`config.mk`:
```
export PLATFORM = sky130hd
export DESIGN_NAME = multicycle_alu_flat
export DESIGN_NICKNAME = d
export VERILOG_FILES = /design/src/rtl/multicycle_alu_pkg.sv /design/src/rtl/multicycle_alu_if.sv /design/src/rtl/multicycle_alu_muldiv_iter.sv /design/src/rtl/multicycle_alu.sv /design/src/flat_wrapper.sv
export SDC_FILE = /design/constraint.sdc
export NUM_CORES = 1
export LEC_CHECK = 0
export BUFFER_PORTS_ARGS = -buffer_cell sky130_fd_sc_hd__buf_2
export CORE_AREA = 2 2 178 180
export DETAILED_ROUTE_END_ITERATION = 16
export DIE_AREA = 0 0 180 182
export PLACE_DENSITY_LB_ADDON = 0.08
export SKIP_LAST_GASP = 1
export SLEW_MARGIN = 20
export SYNTH_ARGS = -nofsm -noshare
export SYNTH_HDL_FRONTEND = slang
export SYNTH_HIERARCHICAL = 1
export SYNTH_SLANG_ARGS = --single-unit
export TNS_END_PERCENT = 50
```
`constraint.sdc`:
```
create_clock -name i_clk -period 9.2 [get_ports i_clk]
set_input_delay 1.38 -clock i_clk [delete_from_list [all_inputs] [get_ports i_clk]]
set_output_delay 1.38 -clock i_clk [all_outputs]
set_load 0.05 [all_outputs]
```
`src/rtl/multicycle_alu_pkg.sv`:
```
// -----------------------------------------------------------------------------
// multicycle_alu_pkg
// Purpose : shared definitions for the multi-cycle execute-stage ALU.
//           OP code values as driven by the ALU control decoder, the FSM state
//           encoding, and a helper that classifies iterative ops.
// Ports   : none (package)
// Config  : none
// -----------------------------------------------------------------------------
package multicycle_alu_pkg;

    localparam logic [2:0] OP_ADD = 3'b000;
    localparam logic [2:0] OP_SUB = 3'b001;
    localparam logic [2:0] OP_AND = 3'b010;
    localparam logic [2:0] OP_OR  = 3'b011;
    localparam logic [2:0] OP_SLT = 3'b100;
    localparam logic [2:0] OP_MUL = 3'b101;
    localparam logic [2:0] OP_DIV = 3'b110;
    localparam logic [2:0] OP_NOP = 3'b111;

    typedef enum logic [1:0] {
        S_IDLE = 2'd0,
        S_MUL  = 2'd1,
        S_DIV  = 2'd2
    } state_t;

    // True for ops that take WIDTH iterations instead of one cycle.
    function automatic logic is_multicycle(input logic [2:0] op);
        return (op == OP_MUL) || (op == OP_DIV);
    endfunction

endpackage

```
`src/rtl/multicycle_alu_if.sv`:
```
// -----------------------------------------------------------------------------
// multicycle_alu_if
// Purpose : bundles the ALU operand/command and result/status signals.
// Signals : start, op, a, b          (master -> slave)
//           result, zero, busy, done, div_zero, ovf (slave -> master)
// Config  : ALU_OVF_EN adds the ovf signal; absent otherwise.
//
// Handshake: the master raises start with op/a/b valid. The slave accepts the
// command on any rising edge where start=1 and busy=0; a/b are captured at that
// edge and may change afterwards. While busy=1, start is ignored. Completion is
// signalled by a single-cycle done pulse; result/zero/div_zero(/ovf) are valid
// from that cycle and are held until the next completion. A new command may be
// presented in the same cycle that done is high.
// -----------------------------------------------------------------------------
interface multicycle_alu_if #(
    parameter int WIDTH = 32
);
    logic             start;
    logic [2:0]       op;
    logic [WIDTH-1:0] a;
    logic [WIDTH-1:0] b;
    logic [WIDTH-1:0] result;
    logic             zero;
    logic             busy;
    logic             done;
    logic             div_zero;
`ifdef ALU_OVF_EN
    logic             ovf;
`endif

    modport master (
        output start, op, a, b,
        input  result, zero, busy, done, div_zero
`ifdef ALU_OVF_EN
        , input ovf
`endif
    );

    modport slave (
        input  start, op, a, b,
        output result, zero, busy, done, div_zero
`ifdef ALU_OVF_EN
        , output ovf
`endif
    );
endinterface

```
`src/rtl/multicycle_alu_muldiv_iter.sv`:
```
// -----------------------------------------------------------------------------
// muldiv_iter
// Purpose : shared iterative datapath for unsigned shift-add multiply and
//           unsigned restoring divide. One iteration per i_step edge; WIDTH
//           iterations give the full answer.
// Ports   : i_clk, i_rst_n  clock, synchronous active-low reset
//           i_load          capture operands (acc cleared, q=A, m=B)
//           i_step          perform one iteration
//           i_is_div        iteration kind: 1 = divide, 0 = multiply
//           i_a, i_b        operands
//           o_result        value the result register will hold after this
//                           step (product low bits or quotient)
// Config  : none
// -----------------------------------------------------------------------------
module muldiv_iter
#(
    parameter int WIDTH = 32
)
(
    input  logic             i_clk,
    input  logic             i_rst_n,
    input  logic             i_load,
    input  logic             i_step,
    input  logic             i_is_div,
    input  logic [WIDTH-1:0] i_a,
    input  logic [WIDTH-1:0] i_b,
    output logic [WIDTH-1:0] o_result
);

    // r_acc: product accumulator (mul) / partial remainder (div)
    // r_q  : multiplier shifted right (mul) / dividend->quotient (div)
    // r_m  : multiplicand shifted left (mul) / fixed divisor (div)
    logic [WIDTH-1:0] r_acc, r_q, r_m;
    logic [WIDTH-1:0] w_acc_nxt, w_q_nxt, w_m_nxt;
    logic [WIDTH:0]   w_shift, w_trial;

    always_comb begin
        // Remainder shifted left with the next dividend bit; WIDTH+1 bits so the
        // trial subtraction's borrow lands in the top bit.
        w_shift   = {r_acc, r_q[WIDTH-1]};
        w_trial   = w_shift - {1'b0, r_m};
        w_acc_nxt = r_acc;
        w_q_nxt   = r_q;
        w_m_nxt   = r_m;
        if (i_is_div) begin
            if (!w_trial[WIDTH]) begin
                w_acc_nxt = w_trial[WIDTH-1:0];
                w_q_nxt   = {r_q[WIDTH-2:0], 1'b1};
            end else begin
                // Restore: shifted remainder is below the divisor, fits WIDTH.
                w_acc_nxt = w_shift[WIDTH-1:0];
                w_q_nxt   = {r_q[WIDTH-2:0], 1'b0};
            end
        end else begin
            w_acc_nxt = r_q[0] ? (r_acc + r_m) : r_acc;
            w_q_nxt   = r_q >> 1;
            w_m_nxt   = r_m << 1;
        end
        o_result = i_is_div ? w_q_nxt : w_acc_nxt;
    end

    always_ff @(posedge i_clk) begin
        if (!i_rst_n) begin
            r_acc <= '0;
            r_q   <= '0;
            r_m   <= '0;
        end else if (i_load) begin
            r_acc <= '0;
            r_q   <= i_a;
            r_m   <= i_b;
        end else if (i_step) begin
            r_acc <= w_acc_nxt;
            r_q   <= w_q_nxt;
            r_m   <= w_m_nxt;
        end
    end

endmodule

```
`src/rtl/multicycle_alu.sv`:
```
// -----------------------------------------------------------------------------
// multicycle_alu
// Purpose : execute-stage ALU. add/sub/and/or/slt/nop complete in one cycle;
//           mul/div iterate for WIDTH cycles with busy asserted. Holds the
//           control FSM, the one-cycle datapath and the output registers.
// Ports   : i_clk        clock, all state on rising edge
//           i_rst_n      synchronous active-low reset
//           bus          multicycle_alu_if.slave (start/op/a/b in,
//                        result/zero/busy/done/div_zero[/ovf] out)
//           o_dbg_state  current FSM state
// Config  : ALU_OVF_EN  - when defined, signed overflow of add/sub is reported
//                         on bus.ovf; otherwise that logic is not built.
// -----------------------------------------------------------------------------
module multicycle_alu
    import multicycle_alu_pkg::*;
#(
    parameter int WIDTH = 32
)
(
    input  logic           i_clk,
    input  logic           i_rst_n,
    multicycle_alu_if.slave bus,
    output state_t         o_dbg_state
);

    localparam int CW = $clog2(WIDTH);

    state_t           r_state, w_state_nxt;
    logic [CW-1:0]    r_cnt, w_cnt_nxt;
    logic [WIDTH-1:0] r_result;
    logic             r_zero, r_done, r_div_zero, r_b_zero;
    logic             w_accept, w_load, w_step, w_finish, w_single;
    logic [WIDTH-1:0] w_alu_result, w_md_result, w_md_final;

    // ---------------- one-cycle datapath ----------------
    always_comb begin
        w_alu_result = '0;
        case (bus.op)
            OP_ADD:  w_alu_result = bus.a + bus.b;
            OP_SUB:  w_alu_result = bus.a - bus.b;
            OP_AND:  w_alu_result = bus.a & bus.b;
            OP_OR:   w_alu_result = bus.a | bus.b;
            OP_SLT:  w_alu_result = {{(WIDTH-1){1'b0}}, ($signed(bus.a) < $signed(bus.b))};
            default: w_alu_result = '0;
        endcase
    end

`ifdef ALU_OVF_EN
    logic r_ovf, w_alu_ovf;
    // Overflow when operands (B inverted for sub) share a sign the result lacks.
    always_comb begin
        w_alu_ovf = 1'b0;
        if (bus.op == OP_ADD)
            w_alu_ovf = (bus.a[WIDTH-1] == bus.b[WIDTH-1]) &&
                        (w_alu_result[WIDTH-1] != bus.a[WIDTH-1]);
        else if (bus.op == OP_SUB)
            w_alu_ovf = (bus.a[WIDTH-1] != bus.b[WIDTH-1]) &&
                        (w_alu_result[WIDTH-1] != bus.a[WIDTH-1]);
    end
`endif

    // ---------------- FSM ----------------
    always_ff @(posedge i_clk) begin
        if (!i_rst_n) begin
            r_state <= S_IDLE;
            r_cnt   <= '0;
        end else begin
            r_state <= w_state_nxt;
            r_cnt   <= w_cnt_nxt;
        end
    end

    always_comb begin
        w_state_nxt = r_state;
        w_cnt_nxt   = r_cnt;
        w_accept    = 1'b0;
        w_load      = 1'b0;
        w_step      = 1'b0;
        case (r_state)
            S_IDLE: begin
                if (bus.start) begin
                    w_accept = 1'b1;
                    if (is_multicycle(bus.op)) begin
                        w_load      = 1'b1;
                        w_cnt_nxt   = CW'(WIDTH - 1);
                        w_state_nxt = (bus.op == OP_MUL) ? S_MUL : S_DIV;
                    end
                end
            end
            S_MUL, S_DIV: begin
                w_step = 1'b1;
                if (r_cnt == '0) w_state_nxt = S_IDLE;
                else             w_cnt_nxt   = r_cnt - 1'b1;
            end
            default: w_state_nxt = S_IDLE;
        endcase
    end

    assign w_single = w_accept && !is_multicycle(bus.op);
    assign w_finish = w_step && (r_cnt == '0);

    muldiv_iter #(.WIDTH(WIDTH)) u_muldiv (
        .i_clk    (i_clk),
        .i_rst_n  (i_rst_n),
        .i_load   (w_load),
        .i_step   (w_step),
        .i_is_div (r_state == S_DIV),
        .i_a      (bus.a),
        .i_b      (bus.b),
        .o_result (w_md_result)
    );

    // Divide by zero forces all-ones regardless of what the iterations produce.
    assign w_md_final = ((r_state == S_DIV) && r_b_zero) ? '1 : w_md_result;

    // ---------------- output registers ----------------
    always_ff @(posedge i_clk) begin
        if (!i_rst_n) begin
            r_result   <= '0;
            r_zero     <= 1'b1;
            r_done     <= 1'b0;
            r_div_zero <= 1'b0;
            r_b_zero   <= 1'b0;
`ifdef ALU_OVF_EN
            r_ovf      <= 1'b0;
`endif
        end else begin
            r_done <= 1'b0;
            if (w_load) r_b_zero <= (bus.b == '0);
            if (w_single) begin
                r_done     <= 1'b1;
                r_div_zero <= 1'b0;
                // nop completes but leaves result/zero alone.
                if (bus.op != OP_NOP) begin
                    r_result <= w_alu_result;
                    r_zero   <= (w_alu_result == '0);
                end
`ifdef ALU_OVF_EN
                r_ovf <= w_alu_ovf;
`endif
            end else if (w_finish) begin
                r_done     <= 1'b1;
                r_result   <= w_md_final;
                r_zero     <= (w_md_final == '0);
                r_div_zero <= (r_state == S_DIV) && r_b_zero;
`ifdef ALU_OVF_EN
                r_ovf <= 1'b0;
`endif
            end
        end
    end

    assign bus.result   = r_result;
    assign bus.zero     = r_zero;
    assign bus.busy     = (r_state != S_IDLE);
    assign bus.done     = r_done;
    assign bus.div_zero = r_div_zero;
`ifdef ALU_OVF_EN
    assign bus.ovf      = r_ovf;
`endif
    assign o_dbg_state  = r_state;

endmodule

```
`src/flat_wrapper.sv`:
```
// flat-port wrapper written by rule: the top's interface ports become plain ports
module multicycle_alu_flat import multicycle_alu_pkg::*;
#(
    parameter int WIDTH = 32
)
  (i_clk, i_rst_n, o_dbg_state, bus_start, bus_op, bus_a, bus_b, bus_result, bus_zero, bus_busy, bus_done, bus_div_zero);
  multicycle_alu_if #(.WIDTH(WIDTH)) bus_i ();
  input  logic i_clk;
  input  logic i_rst_n;
  output state_t o_dbg_state;
  input wire logic [$bits(bus_i.start)-1:0] bus_start;
  input wire logic [$bits(bus_i.op)-1:0] bus_op;
  input wire logic [$bits(bus_i.a)-1:0] bus_a;
  input wire logic [$bits(bus_i.b)-1:0] bus_b;
  output wire logic [$bits(bus_i.result)-1:0] bus_result;
  output wire logic [$bits(bus_i.zero)-1:0] bus_zero;
  output wire logic [$bits(bus_i.busy)-1:0] bus_busy;
  output wire logic [$bits(bus_i.done)-1:0] bus_done;
  output wire logic [$bits(bus_i.div_zero)-1:0] bus_div_zero;
  assign bus_i.start = bus_start;
  assign bus_i.op = bus_op;
  assign bus_i.a = bus_a;
  assign bus_i.b = bus_b;
  assign bus_result = bus_i.result;
  assign bus_zero = bus_i.zero;
  assign bus_busy = bus_i.busy;
  assign bus_done = bus_i.done;
  assign bus_div_zero = bus_i.div_zero;
  multicycle_alu #(.WIDTH(WIDTH)) u_core (.i_clk(i_clk), .i_rst_n(i_rst_n), .bus(bus_i), .o_dbg_state(o_dbg_state));
endmodule
```
Yosys cells after proc, flatten, opt, wreduce, memory -nomap -nowiden
Cells that the tools add are included.

storage, ports and cells
  logic and storage cells = 92
  register bits after elaboration = 139
  output and inout bits = 38

cells by class
  equal/unequal tests = 15
  add/subtract/negate cells = 5
  bitwise gates (word level) = 3
  muxes and demuxes = 36
  $lt $le $gt $ge = 1
  reductions and logical operators = 22

operators with widths
  operator             number
  $mux 32              14
  $pmux 32 s5          1
  $logic_not 32->1     3
  $add 32x32->32       2
  $sub 33x32->33       1
  $and 32x32->32       1
  $lt 32x32->1         1
  $or 32x32->32        1
  $sub 32x32->32       1
  $mux 5               3
  $mux 1               12
  $pmux 5 s2           1
  $eq 3x3->1 const B   3
  $mux 2               4
  $ne 2x2->1 const B   4
  $reduce_bool 2->1    4
  $eq 3x2->1 const B   2
  $reduce_or 2->1      3
  $logic_not 5->1      1
  $sub 5x1->5 const B  1
  $ne 2x1->1 const B   2
  $pmux 2 s2           1
  $reduce_and 2->1     2
  $reduce_and 4->1     1
  other kinds (11)     13

Longest topological paths before layout
  word-level depth = 8
  gate-level depth with buffers = 19

Hierarchy
Netlist, hierarchy kept.

modules (own cells, without submodules)
  module          instances  area each (um^2)  cells each
  muldiv_iter     1          9160.0            1285
  multicycle_alu  1          7521.0            1075

Least setup slack after synthesis
OpenSTA, ideal clock, no wires.

  kind = input port to flip-flop
  from = input bus_a[12]
  to = register u_core.r_zero, in the netlist u_core/bus.zero
  stages = 14
  setup time = 0.059 ns
  arrival time = 4.400 ns
  path slack = 4.741 ns
  cell sequence = inv_1 -> ha_1 -> buf_6 -> or4_4 -> or3_4 -> a211oi_4 -> o41ai_2 -> o21ai_2 -> a21oi_1 -> or3_1 -> a221oi_1 -> nand4_1 -> nor4_1 -> a31o_1

on the way
  cells in the longest elaborated chain, start to end = 5
  elaborated cells between the ends (all ways) = 9
  those cells by class = add/sub: 2; order compare: 1; mux: 3; bitwise: 2; reduce/logical: 1

RTL lines
  item                                          line                   source
  start: declaration                            flat_wrapper.sv:13     input wire logic [$bits(bus_i.a)-1:0] bus_a;
  $sub 32x32->32, or another cell as far along  multicycle_alu.sv:40   OP_SUB: w_alu_result = bus.a - bus.b;
  $pmux 32 s5 (*)                               multicycle_alu.sv:38   case (bus.op)
  $logic_not 32->1 (*)                          multicycle_alu.sv:136  r_zero <= (w_alu_result == '0);
  $mux 1 (*)                                    multicycle_alu.sv:134  if (bus.op != OP_NOP) begin
  $mux 1 (*)                                    multicycle_alu.sv:130  if (w_single) begin
  end signal: assignment                        multicycle_alu.sv:136
  end signal: assignment                        multicycle_alu.sv:144  r_zero <= (w_md_final == '0);
  end: declaration                              multicycle_alu.sv:31   logic r_zero, r_done, r_div_zero, r_b_zero;

Every way passes the cells marked *; elsewhere a longest branch is shown, timed or not. The select of a mux whose other input is x is not followed.
A chain may end at the register's enable or synchronous reset.

Worst setup path after layout
  from = input bus_b[11]
  to = register u_core.r_zero, in the netlist u_core/bus.zero

on the way
  cells in the longest elaborated chain, start to end = 5
  elaborated cells between the ends (all ways) = 9
  those cells by class = add/sub: 2; order compare: 1; mux: 3; bitwise: 2; reduce/logical: 1

RTL lines
  item                                          line                   source
  start: declaration                            flat_wrapper.sv:14     input wire logic [$bits(bus_i.b)-1:0] bus_b;
  $sub 32x32->32, or another cell as far along  multicycle_alu.sv:40
  $pmux 32 s5 (*)                               multicycle_alu.sv:38
  $logic_not 32->1 (*)                          multicycle_alu.sv:136
  $mux 1 (*)                                    multicycle_alu.sv:134
  $mux 1 (*)                                    multicycle_alu.sv:130

Marked as above.

==> metrics.md <==
| Metric | Value |
|---|---|
| Clk root buf | `clkbuf_16` |
| Setup TNS | `0 ps` |
| Sw power | `1060 µW` |
| Clock sink total | `139` |
| Fin Hold WS | `469 ps` |
| Mapped Area | `0.0167 mm²` |
| Total track usage | `0.376` |
| Clk Latency, worst-skew pair | `440 ps` |
| DR iter-0 viols | `2170` |
| Sequential fraction of the synthesis area | `0.167` |
| Worst r2r src | `u_core/u_muldiv/r_q[31]` |
| Flop pwr share | `0.278` |
| DP HPWL | `49.2 mm` |
| FP Rows | `65` |
| FFs w/ async S/R, synth | `0` |
| Gp weighted congestion | `1.02` |
| Final nets | `2605` |
| DR vias | `17880` |
| Setup CP Type | `primary input to flip-flop` |
| Yosys reg bits | `139` |
| CP arrival | `5590 ps` |
| Die footprint | `0.0328 mm²` |
| Power per cell area | `136 mW/mm²` |
| Max-slew violations | `0` |
| Clock Skew | `11.6 ps` |
| Number of setup buffers added after CTS | `0` |
| Post-DRT Antenna Nets | `0` |
| Hold depth | `2` |
| Max_cap viols | `0` |
| Status | `complete, no violations` |
| Gate Count Post-Synth | `2360` |
| Final hold vios | `0` |
| CP Max Fanout | `9` |
| Slowest-stage cell, CP | `a2111oi_2` |
| First-pass GRT wire length | `97.0 mm` |
| Number of enable flip-flop cells after synthesis | `0` |
| RSZ-0062 raised after global routing | `no` |
| Slowest cell delay on critical path | `750 ps` |
| Initial Util | `0.538` |
| Hold-fix buffers at CTS | `0` |
| CTS Buffer Depth | `2` |
| Syn-to-layout area delta | `6.95%` |
| Post-route minimum period | `5210 ps` |
| Vias in the first global route | `16728` |
| Synth Warn # | `6` |
| Worst-Margin Slew | `1110 ps` |
| Most used DFF post-synth | `dfxtp_1` |
| Internal reg-to-reg setup slack | `4270 ps` |
| Core ar. | `0.0310 mm²` |
| Slew headroom | `0.253` |
| Nature of the critical path endpoint | `flip-flop` |
| CP Launch Type | `primary input` |
| Leak | `0.00745 µW` |
| Synth Net Count | `2612` |
| DRT Pass-1 Iters | `5` |
| Hold_sp | `u_core/bus.result[19]` |
| Overflow after GRT | `0` |
| Total CTS buffers | `17` |
| Setup violators final | `0` |
| Cell count of the worst reg-to-reg path | `19` |
| Hold EP | `u_core/bus.result[19]` |
| Max Freq | `0.192 GHz` |
| Proportion of layout cells with a drive suffix above 1 | `0.0854` |
| IO Pins | `108` |
| Netlist cell types | `97` |
| Largest net degree at the start of global routing | `103` |
| Die Y | `182 µm` |
| CTS tree | `yes` |
| Die width | `180 µm` |
| Area of the multi-input gates | `0.0127 mm²` |
| Combinational power share | `0.439` |
| Peak supply drop | `0.125 mV` |
| Hold Crit Class | `flip-flop to flip-flop` |
| Syn Area/Cell | `7.07 µm²` |
| Critical path, cell by cell | `buf_2, inv_1, ha_1, nand2_1, nor3_1, o2111ai_1, a2111oi_2, o211ai_1, a21boi_1, mux2i_1, nor4_1, nand3b_1, nor4_1, a31o_1` |
| Drt total wl | `63.5 mm` |
| Sequential cell area | `0.00278 mm²` |
| Crit share post-route | `0.567` |
| Switching Fraction | `0.434` |
| CP most frequent cell | `nor4_1` |
| # DRC | `0` |
| Internal power | `1380 µW` |
| Worst Path Required | `9580 ps` |
| Post-DR wirelength/cell | `22.9 µm` |
| H-tree depth | `4` |
| Clock power share | `0.282` |
| DR vias/cell | `6.45` |
| Clock-pin slew on the worst setup and hold paths | `70 ps` |
| Critical R2R Capture | `u_core/bus.zero` |
| Post-CTS Resized | `0` |
| IO Port Bufs | `107` |
| FILL cells | `3013` |
| Initial antenna violation count | `2` |
## cells by family (layout without fill, tap and decap cells)
logic type,Yosys count,count (layout),share of synthesized area
adders and majority gates,182,182,0.138
and+or+nand+nor,759,759,0.222
buffers and inverters,325,331,0.0762
other,0,2,0
muxes,52,52,0.0324
AOI/OAI and AO/OA,824,824,0.320
xor gates and xnor gates,79,79,0.0437
DFF,139,139,0.167
## flip-flops by register name, indices dropped and copies added (netlist names)
register / flops
u_core/bus.div_zero: 1
u_core/bus.zero: 1
u_core/r_b_zero: 1
u_core/bus.result: 32
u_core/r_cnt: 5
u_core/u_muldiv/r_q: 32
u_core/u_muldiv/r_acc: 32
u_core/bus.done: 1
u_core/o_dbg_state: 2
u_core/u_muldiv/r_m: 32
## through the flow
step                cells  total power, µW  instance area (µm²)  setup WS, ps  utilization
finish               2770             2430                17800          3990        0.576
global route         2770             2550                17800          3810        0.576
CTS                  2768             2410                17800          4130        0.575
detailed placement   2736             1720                17300          3700        0.557
global placement     2736             1720                17300          3700        0.557
floorplan            2360             1440                16700          4740            -
## area by class of cell
cell class | instances | area share
Clock buffer | 17 | 0.0238
Timing Repair Buffer | 122 | 0.0363
Antenna cell | 2 | 0.000281
Inverter | 177 | 0.0372
Sequential cell | 139 | 0.156
Multi-Input combinational cell | 1896 | 0.710
Clock inverter | 15 | 0.00785
Tap cell | 402 | 0.0282
## power by group through the flow
stage                     registers, µW  logic (µW)  clock network, µW
after floorplan                     716         719                  0
after global placement              689        1030                  0
after detailed placement            689        1030                  0
after CTS                           676        1040                691
after global routing                681        1150                714
final                               677        1070                687
## worst max-delay path: cells and delay by family
kind                       cells  cell delay [ps]
AOI/OAI and AO/OA              5             1770
adders and majority gates      1              480
buffers and inverters          2              350
muxes                          1              120
and+or+nand+nor                5             1480
## cell usage after synthesis (all sizes together), types with 5 or more instances
cell type,n,area (µm²)
dfxtp,139,2780
mux2i,45,450
a31oi,19,119
o221ai,10,87.6
a2111oi,5,50.0
o211ai,47,358
or4,7,60.1
nor2b,74,463
nor4,34,234
and2,45,282
a211oi,91,701
a311oi,11,96.3
and3,9,56.3
o21ai,139,699
nand4,21,131
a21boi,21,158
o21bai,12,90.1
xnor2,53,483
inv,174,653
nor3b,6,45.0
a21o,52,390
nor3,62,315
nor2,212,796
ha,178,2230
o311a,5,50.1
nand2,198,746
clkbuf,114,429
o311ai,7,61.3
a221oi,7,61.3
or3,15,98.8
o31ai,21,158
o2111ai,7,61.3
mux2,6,67.6
o21a,22,165
nand2b,19,119
xor2,26,246
o41ai,5,51.3
a211o,6,53.8
buf,34,178
a22o,13,114
a21oi,275,1380
o211a,7,70.1
nand3,37,185
o22ai,12,75.1
## layer usage
layer  up-vias  share of wire  GRT usage
li1       8473              -          -
met1      8419           0.42      0.499
met2       843           0.45      0.603
met3       145          0.079     0.0485
met4         0          0.049      0.182
met5         -              0          0
## worst max-delay path by stage
stage / from / to / slack [ps]
after detailed placement: bus_b[11] / u_core/bus.zero / 3700
final: bus_b[11] / u_core/bus.zero / 3990
after global routing: bus_b[11] / u_core/bus.zero / 3810
after floorplan: bus_a[12] / u_core/bus.zero / 4740
after CTS: bus_b[11] / u_core/bus.zero / 4130
after global placement: bus_b[11] / u_core/bus.zero / 3700
## placed cells by master (no fill, tap or decap), types with 21 or more instances in the layout
cell / Yosys / final
o211ai_1: 46 / 46
inv_1: 172 / 172
nand3_1: 37 / 37
o31ai_1: 21 / 21
nand4_1: 21 / 21
a21oi_1: 273 / 272
nand2_1: 197 / 196
nor2b_1: 74 / 74
buf_2: 13 / 107
a211oi_1: 89 / 89
dfxtp_1: 139 / 138
o21ai_0: 134 / 134
and2_1: 45 / 45
mux2i_1: 45 / 45
xor2_1: 25 / 25
nor4_1: 32 / 32
nor2_1: 212 / 210
nor3_1: 61 / 61
o21a_1: 22 / 22
xnor2_1: 52 / 52
ha_1: 178 / 176
a21o_1: 52 / 52
Note: power is estimated with default switching activity, not from simulation.
